===== src/rtl/battle_pkg.sv =====
// Shared definitions for the team-select and battle blocks: keycodes, roster
// sizing, the pokemon ID type and the team-select state encoding.
package battle_pkg;

    localparam int ROSTER_SIZE = 8;
    localparam int TEAM_SIZE   = 2;
    localparam int ROW_LEN     = 4;
    localparam int MON_W       = 3;

    localparam logic [7:0] KEY_W     = 8'h1A;
    localparam logic [7:0] KEY_A     = 8'h04;
    localparam logic [7:0] KEY_S     = 8'h16;
    localparam logic [7:0] KEY_D     = 8'h07;
    localparam logic [7:0] KEY_ENTER = 8'h28;
    localparam logic [7:0] KEY_BKSP  = 8'h2A;

    typedef logic [MON_W-1:0] mon_id_t;

    typedef enum logic [2:0] {
        ST_TITLE     = 3'd0,
        ST_PICK      = 3'd1,
        ST_READY     = 3'd2,
        ST_LAUNCH    = 3'd3,
        ST_IN_BATTLE = 3'd4,
        ST_REPORT    = 3'd5
    } team_state_t;

    // Win/loss counters stick at 15 rather than wrapping back to zero.
    function automatic logic [3:0] sat_inc4(input logic [3:0] v);
        if (v == 4'd15) begin
            return v;
        end else begin
            return v + 4'd1;
        end
    endfunction

endpackage


===== src/rtl/key_edge.sv =====
// Keypress edge detector: a key acts only on the first cycle it differs from
// the previously sampled keycode, so a held key produces a single press.
module key_edge (
    input  logic       clk_i,
    input  logic       reset_i,
    input  logic [7:0] keycode_i,
    output logic       press_o,
    output logic [7:0] key_o
);

    logic [7:0] prev_key_q;
    logic [7:0] prev_key_d;

    // Next value of the previous-key register is simply the current keycode.
    always_comb begin
        prev_key_d = keycode_i;
    end

    // Previous-key register with synchronous reset.
    always_ff @(posedge clk_i) begin
        if (reset_i) begin
            prev_key_q <= 8'h00;
        end else begin
            prev_key_q <= prev_key_d;
        end
    end

    assign press_o = (keycode_i != 8'h00) && (keycode_i != prev_key_q);
    assign key_o   = keycode_i;

endmodule


===== src/rtl/team_select.sv =====
// Team selection front end for the battle FSM: roster cursor, distinct picks,
// battle launch and win/loss bookkeeping. Define TEAM_SELECT_UNDO_EN to let
// BKSP remove the most recent pick.
module team_select
    import battle_pkg::*;
(
    input  logic                      Clk,
    input  logic                      Reset,
    input  logic [7:0]                keycode,
    input  logic                      end_battle,
    input  logic                      result,
    output logic [TEAM_SIZE*MON_W-1:0] team,
    output logic                      is_battle,
    output logic [MON_W-1:0]          cursor,
    output logic [ROSTER_SIZE-1:0]    picked_mask,
    output logic [1:0]                pick_count,
    output logic [3:0]                wins,
    output logic [3:0]                losses
);

    localparam int TEAM_W = TEAM_SIZE * MON_W;

    logic       press_s;
    logic [7:0] key_s;

    team_state_t             state_q, state_d;
    logic [TEAM_W-1:0]       team_q, team_d;
    logic                    is_battle_q, is_battle_d;
    mon_id_t                 cursor_q, cursor_d;
    logic [ROSTER_SIZE-1:0]  picked_mask_q, picked_mask_d;
    logic [1:0]              pick_count_q, pick_count_d;
    logic [3:0]              wins_q, wins_d;
    logic [3:0]              losses_q, losses_d;
`ifdef TEAM_SELECT_UNDO_EN
    logic                    undo_s;
    logic [1:0]              last_idx_s;
`endif

    key_edge u_key_edge (
        .clk_i     (Clk),
        .reset_i   (Reset),
        .keycode_i (keycode),
        .press_o   (press_s),
        .key_o     (key_s)
    );

    // Next-state and output logic for the selection/battle flow.
    always_comb begin
        state_d       = state_q;
        team_d        = team_q;
        is_battle_d   = is_battle_q;
        cursor_d      = cursor_q;
        picked_mask_d = picked_mask_q;
        pick_count_d  = pick_count_q;
        wins_d        = wins_q;
        losses_d      = losses_q;
`ifdef TEAM_SELECT_UNDO_EN
        undo_s        = 1'b0;
        last_idx_s    = pick_count_q - 2'd1;
`endif

        case (state_q)
            ST_TITLE: begin
                if (press_s && (key_s == KEY_ENTER)) begin
                    state_d       = ST_PICK;
                    pick_count_d  = 2'd0;
                    picked_mask_d = {ROSTER_SIZE{1'b0}};
                    team_d        = {TEAM_W{1'b0}};
                end else begin
                    state_d = ST_TITLE;
                end
            end

            ST_PICK: begin
                if (press_s) begin
                    case (key_s)
                        KEY_A: begin
                            if ((cursor_q % 3'(ROW_LEN)) != 3'd0) begin
                                cursor_d = cursor_q - 3'd1;
                            end else begin
                                cursor_d = cursor_q;
                            end
                        end
                        KEY_D: begin
                            if ((cursor_q % 3'(ROW_LEN)) != 3'(ROW_LEN - 1)) begin
                                cursor_d = cursor_q + 3'd1;
                            end else begin
                                cursor_d = cursor_q;
                            end
                        end
                        KEY_W: begin
                            if (cursor_q >= 3'(ROW_LEN)) begin
                                cursor_d = cursor_q - 3'(ROW_LEN);
                            end else begin
                                cursor_d = cursor_q;
                            end
                        end
                        KEY_S: begin
                            if (cursor_q < 3'(ROW_LEN)) begin
                                cursor_d = cursor_q + 3'(ROW_LEN);
                            end else begin
                                cursor_d = cursor_q;
                            end
                        end
                        KEY_ENTER: begin
                            // Already-picked IDs are rejected so the team stays distinct.
                            if (!picked_mask_q[cursor_q]) begin
                                for (int i = 0; i < TEAM_SIZE; i++) begin
                                    if (pick_count_q == 2'(i)) begin
                                        team_d[i*MON_W +: MON_W] = cursor_q;
                                    end else begin
                                        team_d[i*MON_W +: MON_W] = team_q[i*MON_W +: MON_W];
                                    end
                                end
                                picked_mask_d[cursor_q] = 1'b1;
                                pick_count_d            = pick_count_q + 2'd1;
                                if (pick_count_q == 2'(TEAM_SIZE - 1)) begin
                                    state_d = ST_READY;
                                end else begin
                                    state_d = ST_PICK;
                                end
                            end else begin
                                state_d = ST_PICK;
                            end
                        end
`ifdef TEAM_SELECT_UNDO_EN
                        KEY_BKSP: begin
                            undo_s = (pick_count_q != 2'd0);
                        end
`endif
                        default: begin
                            state_d = ST_PICK;
                        end
                    endcase
                end else begin
                    state_d = ST_PICK;
                end
            end

            ST_READY: begin
                if (press_s && (key_s == KEY_ENTER)) begin
                    state_d = ST_LAUNCH;
`ifdef TEAM_SELECT_UNDO_EN
                end else if (press_s && (key_s == KEY_BKSP)) begin
                    undo_s = (pick_count_q != 2'd0);
`endif
                end else begin
                    state_d = ST_READY;
                end
            end

            ST_LAUNCH: begin
                state_d     = ST_IN_BATTLE;
                is_battle_d = 1'b1;
            end

            ST_IN_BATTLE: begin
                // Keys are ignored here, including one arriving with end_battle.
                if (end_battle) begin
                    is_battle_d = 1'b0;
                    state_d     = ST_REPORT;
                    if (result) begin
                        wins_d = sat_inc4(wins_q);
                    end else begin
                        losses_d = sat_inc4(losses_q);
                    end
                end else begin
                    is_battle_d = 1'b1;
                end
            end

            ST_REPORT: begin
                if (press_s && (key_s == KEY_ENTER)) begin
                    state_d       = ST_PICK;
                    pick_count_d  = 2'd0;
                    picked_mask_d = {ROSTER_SIZE{1'b0}};
                    team_d        = {TEAM_W{1'b0}};
                end else begin
                    state_d = ST_REPORT;
                end
            end

            default: begin
                state_d     = ST_TITLE;
                is_battle_d = 1'b0;
            end
        endcase

`ifdef TEAM_SELECT_UNDO_EN
        // Undo pops the newest slot and frees its ID for picking again.
        if (undo_s) begin
            for (int i = 0; i < TEAM_SIZE; i++) begin
                if (last_idx_s == 2'(i)) begin
                    picked_mask_d[team_q[i*MON_W +: MON_W]] = 1'b0;
                    team_d[i*MON_W +: MON_W]                = 3'd0;
                end else begin
                    team_d[i*MON_W +: MON_W] = team_q[i*MON_W +: MON_W];
                end
            end
            pick_count_d = last_idx_s;
            state_d      = ST_PICK;
        end else begin
            pick_count_d = pick_count_d;
        end
`endif
    end

    // State and output registers with synchronous active-high reset.
    always_ff @(posedge Clk) begin
        if (Reset) begin
            state_q       <= ST_TITLE;
            team_q        <= {TEAM_W{1'b0}};
            is_battle_q   <= 1'b0;
            cursor_q      <= 3'd0;
            picked_mask_q <= {ROSTER_SIZE{1'b0}};
            pick_count_q  <= 2'd0;
            wins_q        <= 4'd0;
            losses_q      <= 4'd0;
        end else begin
            state_q       <= state_d;
            team_q        <= team_d;
            is_battle_q   <= is_battle_d;
            cursor_q      <= cursor_d;
            picked_mask_q <= picked_mask_d;
            pick_count_q  <= pick_count_d;
            wins_q        <= wins_d;
            losses_q      <= losses_d;
        end
    end

    assign team        = team_q;
    assign is_battle   = is_battle_q;
    assign cursor      = cursor_q;
    assign picked_mask = picked_mask_q;
    assign pick_count  = pick_count_q;
    assign wins        = wins_q;
    assign losses      = losses_q;

endmodule


===== config.mk =====
export PLATFORM = sky130hd
export DESIGN_NAME = team_select
export DESIGN_NICKNAME = d
export VERILOG_FILES = /design/src/rtl/battle_pkg.sv /design/src/rtl/key_edge.sv /design/src/rtl/team_select.sv
export SDC_FILE = /design/constraint.sdc
export NUM_CORES = 1
export LEC_CHECK = 0
export ABC_CLOCK_PERIOD_IN_PS = 3800
export CORE_MARGIN = 2
export CORE_UTILIZATION = 34
export DETAILED_ROUTE_END_ITERATION = 8
export PLACE_DENSITY_LB_ADDON = 0.12
export SYNTH_ARGS = -nofsm -noshare
export SYNTH_HDL_FRONTEND = slang
export SYNTH_SLANG_ARGS = --single-unit
export TNS_END_PERCENT = 10

===== constraint.sdc =====
create_clock -name Clk -period 3.8 [get_ports Clk]
set_input_delay 0.76 -clock Clk [delete_from_list [all_inputs] [get_ports Clk]]
set_output_delay 0.76 -clock Clk [all_outputs]
set_load 0.02 [all_outputs]

==> results_dict.tcl <==
set metrics [dict create \
    dp_cells 316 \
    rows 28 \
    start_kind "primary input" \
    synth_fp_nets 232 \
    ys_async_sr_fraction_pct 0 \
    cp.arrival_ns 2.89 \
    status "complete, no violations" \
    die_w_microns 81.8 \
    drtPass1Iterations 4 \
    antenna_found_initial 0 \
    synth_edf_count 0 \
    synth_ff_type "dfxtp_1" \
    dp_hpwl_microns 3160 \
    fillCellCount 592 \
    setup_tns_ns 0 \
    slew_headroom_pct 64.4 \
    cp_max_fo 7 \
    cp.required_ns 3.99 \
    drv_cap 0 \
    yosysTopAreaCellShare_pct 37.9 \
    finalPower_mw 0.829 \
    yosysWarnings 0 \
    synth_area_leaders "dfxtp_1 (38%), xor2_1 (5.5%), nor2_1 (3.5%)" \
    clock_skew_ns 0.0135 \
    fin_nets 265 \
    cp-end-kind "flop" \
    grt_start_max_net_pins 28 \
    seq_area_frac_synth_pct 37.9 \
    ff_latch_area_sq_um 781 \
    critical_path.max_stage_delay_ns 0.54 \
    clkLatencyLatePin_ns 0.30 \
    syn_area_per_cell_sq_um 9.57 \
    synth-seq-cells 39 \
    max_freq_mhz 370 \
    die-area_sq_um 6690 \
    slew_viol_final 0 \
    holdBufCountCts 0 \
    htree_levels 2 \
    cts_resized 0 \
    start_util_pct 35.0 \
    track_usage_pct 14.4 \
    core_area_sq_um 5890 \
    post_cts_buffers 0 \
    worst_pin_slew_ns 0.529 \
    path_clk_slew_ns 0.09 \
    cts-root-buf "clkbuf_8" \
    io-pin-count 40 \
    rrSetupSlack_ns 1.42 \
    drc 0 \
    syn2layout_area_growth_pct 26.6 \
    drt_wl_total_microns 4380 \
    portBuffers 39 \
    min_period_ns 2.70 \
    gr-total-overflow 0 \
    drtAntennaViolNets 0 \
    crit_type "primary input to flop" \
    min_path_type "flop to flop" \
    n_antenna_cell 0 \
    finalCritPeriodShare_pct 71.1 \
    slowest_stage "clkdlybuf4s50_1" \
    hp-start "team[0]$_SDFFE_PP0P_" \
    setup_viol 0 \
    ys_top_cells_by_count "dfxtp_1 (39), nor2_1 (19), nand2_1 (18)" \
    worst_hold_path.endpoint "team[0]$_SDFFE_PP0P_" \
    ir_drop_uv 190 \
    synth_top_area_cell "dfxtp_1" \
    yosysMostFrequentCell "dfxtp_1" \
    syn-cell-area_sq_um 2060 \
    cts_tree "yes" \
    place.gp.congestion 0.754 \
    clock_sinks 39 \
    die_h_microns 81.8 \
    placed_cell_area_sq_um 2490 \
    ys_types 52 \
    grt_pass1_wl_microns 7420 \
    initialDrtViolationCount 85 \
    syn_inst 215 \
    cts_max_path_buffers 2 \
    grt_pass1_vias 1547 \
    design_area_sq_um 2610 \
    vias 1625 \
    hold_path_depth 2 \
    cts_inserted_buffers 5 \
    total_leakage_power_nw 0.938 \
    vias_per_cell 5.02 \
    hold_viol 0 \
    multi_input_area_sq_um 1170 \
    path_cells "clkdlybuf4s50_1, nor3b_2, nand4_1, inv_1, fa_1, xor2_1, a211oi_1, mux2_1" \
    powerDensity_nw_per_um2 318 \
    wl_per_cell_microns 13.5 \
    drive_gt1_share_pct 9.64 \
    grt_setup_unrepaired "no" \
    r2r_cells 5 \
    r2r-start "cursor[0]$_SDFFE_PP0P_" \
    final_cells 324 \
    r2r_end "team[3]$_SDFFE_PP0P_" \
]
how the worst max path moves through the flow:
stage                     slack (ns)       start                     end
final                           1.10  keycode[2]  cursor[2]$_SDFFE_PP0P_
after global routing            1.01  keycode[2]  cursor[2]$_SDFFE_PP0P_
after global placement          0.83  keycode[2]  cursor[2]$_SDFFE_PP0P_
after detailed placement        0.77  keycode[2]  cursor[2]$_SDFFE_PP0P_
after CTS                       1.11  keycode[2]  cursor[2]$_SDFFE_PP0P_
after floorplan                 1.34  keycode[2]  cursor[2]$_SDFFE_PP0P_
sequential cells by signal (all words and copies together) (netlist names):
signal,cells
u_key_edge.prev_key_q,8
state_q,3
picked_mask,8
wins,4
team,6
is_battle,1
pick_count,2
losses,4
cursor,3
per-stage QoR:
stage	worst slack, ns	hold WS [ns]	util (%)
after global placement	0.833	0.454	42.3
after detailed placement	0.767	0.457	42.3
after global routing	1.01	0.495	44.3
after CTS	1.11	0.468	44.3
final	1.10	0.462	44.3
after floorplan	1.34	0.502	-
routing by layer:
layer	share of wire [%]	GRT usage, %	up-vias
met3	4.1	3.85	6
met2	45	21.5	31
met4	1.5	5.00	0
met1	49	20.1	758
met5	0	0	-
li1	-	-	830
worst max-delay path: cells and delay by family:
family | cells | cell delay, ns
AND/OR/NAND/NOR | 2 | 0.38
multiplexers | 1 | 0.35
buffers and inverters | 2 | 0.61
AO/OA/AOI/OAI | 1 | 0.27
XOR/XNOR | 1 | 0.17
adder cells (fa/ha/maj) | 1 | 0.37
power breakdown:
group / internal, mW / switching (mW)
logic: 0.0233 / 0.0276
registers: 0.413 / 0.00181
clock network: 0.213 / 0.151
total: 0.649 / 0.181
cell families (layout without fill, tap and decap cells):
family	count (synthesis)	count (layout)	synth area share (%)
buffers and inverters	25	59	4.98
XOR/XNOR	16	16	6.81
multiplexers	13	13	8.69
flip-flops	39	39	37.9
AND/OR/NAND/NOR	82	82	24.1
AO/OA/AOI/OAI	35	35	14.1
adder cells (fa/ha/maj)	5	5	3.40
area by class of cell:
class                      instances  share of cell area [%]
timing repair buffer              40                    15.3
sequential                        39                    30.0
clock buffer                       6                    3.17
multi-input combinational        151                    45.1
inverter                          11                    1.58
tap                               75                    3.60
clock inverter                     2                    1.34
layout by cell type, fill, tap and decap left out, drive strengths merged, types with 2 or more instances in the layout:
master,count
inv,11
nor3,4
nor4,5
nor2b,10
o21ai,2
a32o,7
nand2,18
a211oi,2
nand4,6
a211o,2
nand2b,2
and2,2
nand3,2
a21o,3
clkbuf,6
nor2,19
xnor2,3
or3,2
clkdlybuf4s50,39
nand3b,2
nor3b,3
ha,4
a31oi,2
a21oi,5
mux2i,8
mux2,3
mux4,2
xor2,13
a22o,2
o2bb2ai,3
dfxtp,39
o211ai,2
Note: power is estimated with default switching activity, not from simulation.
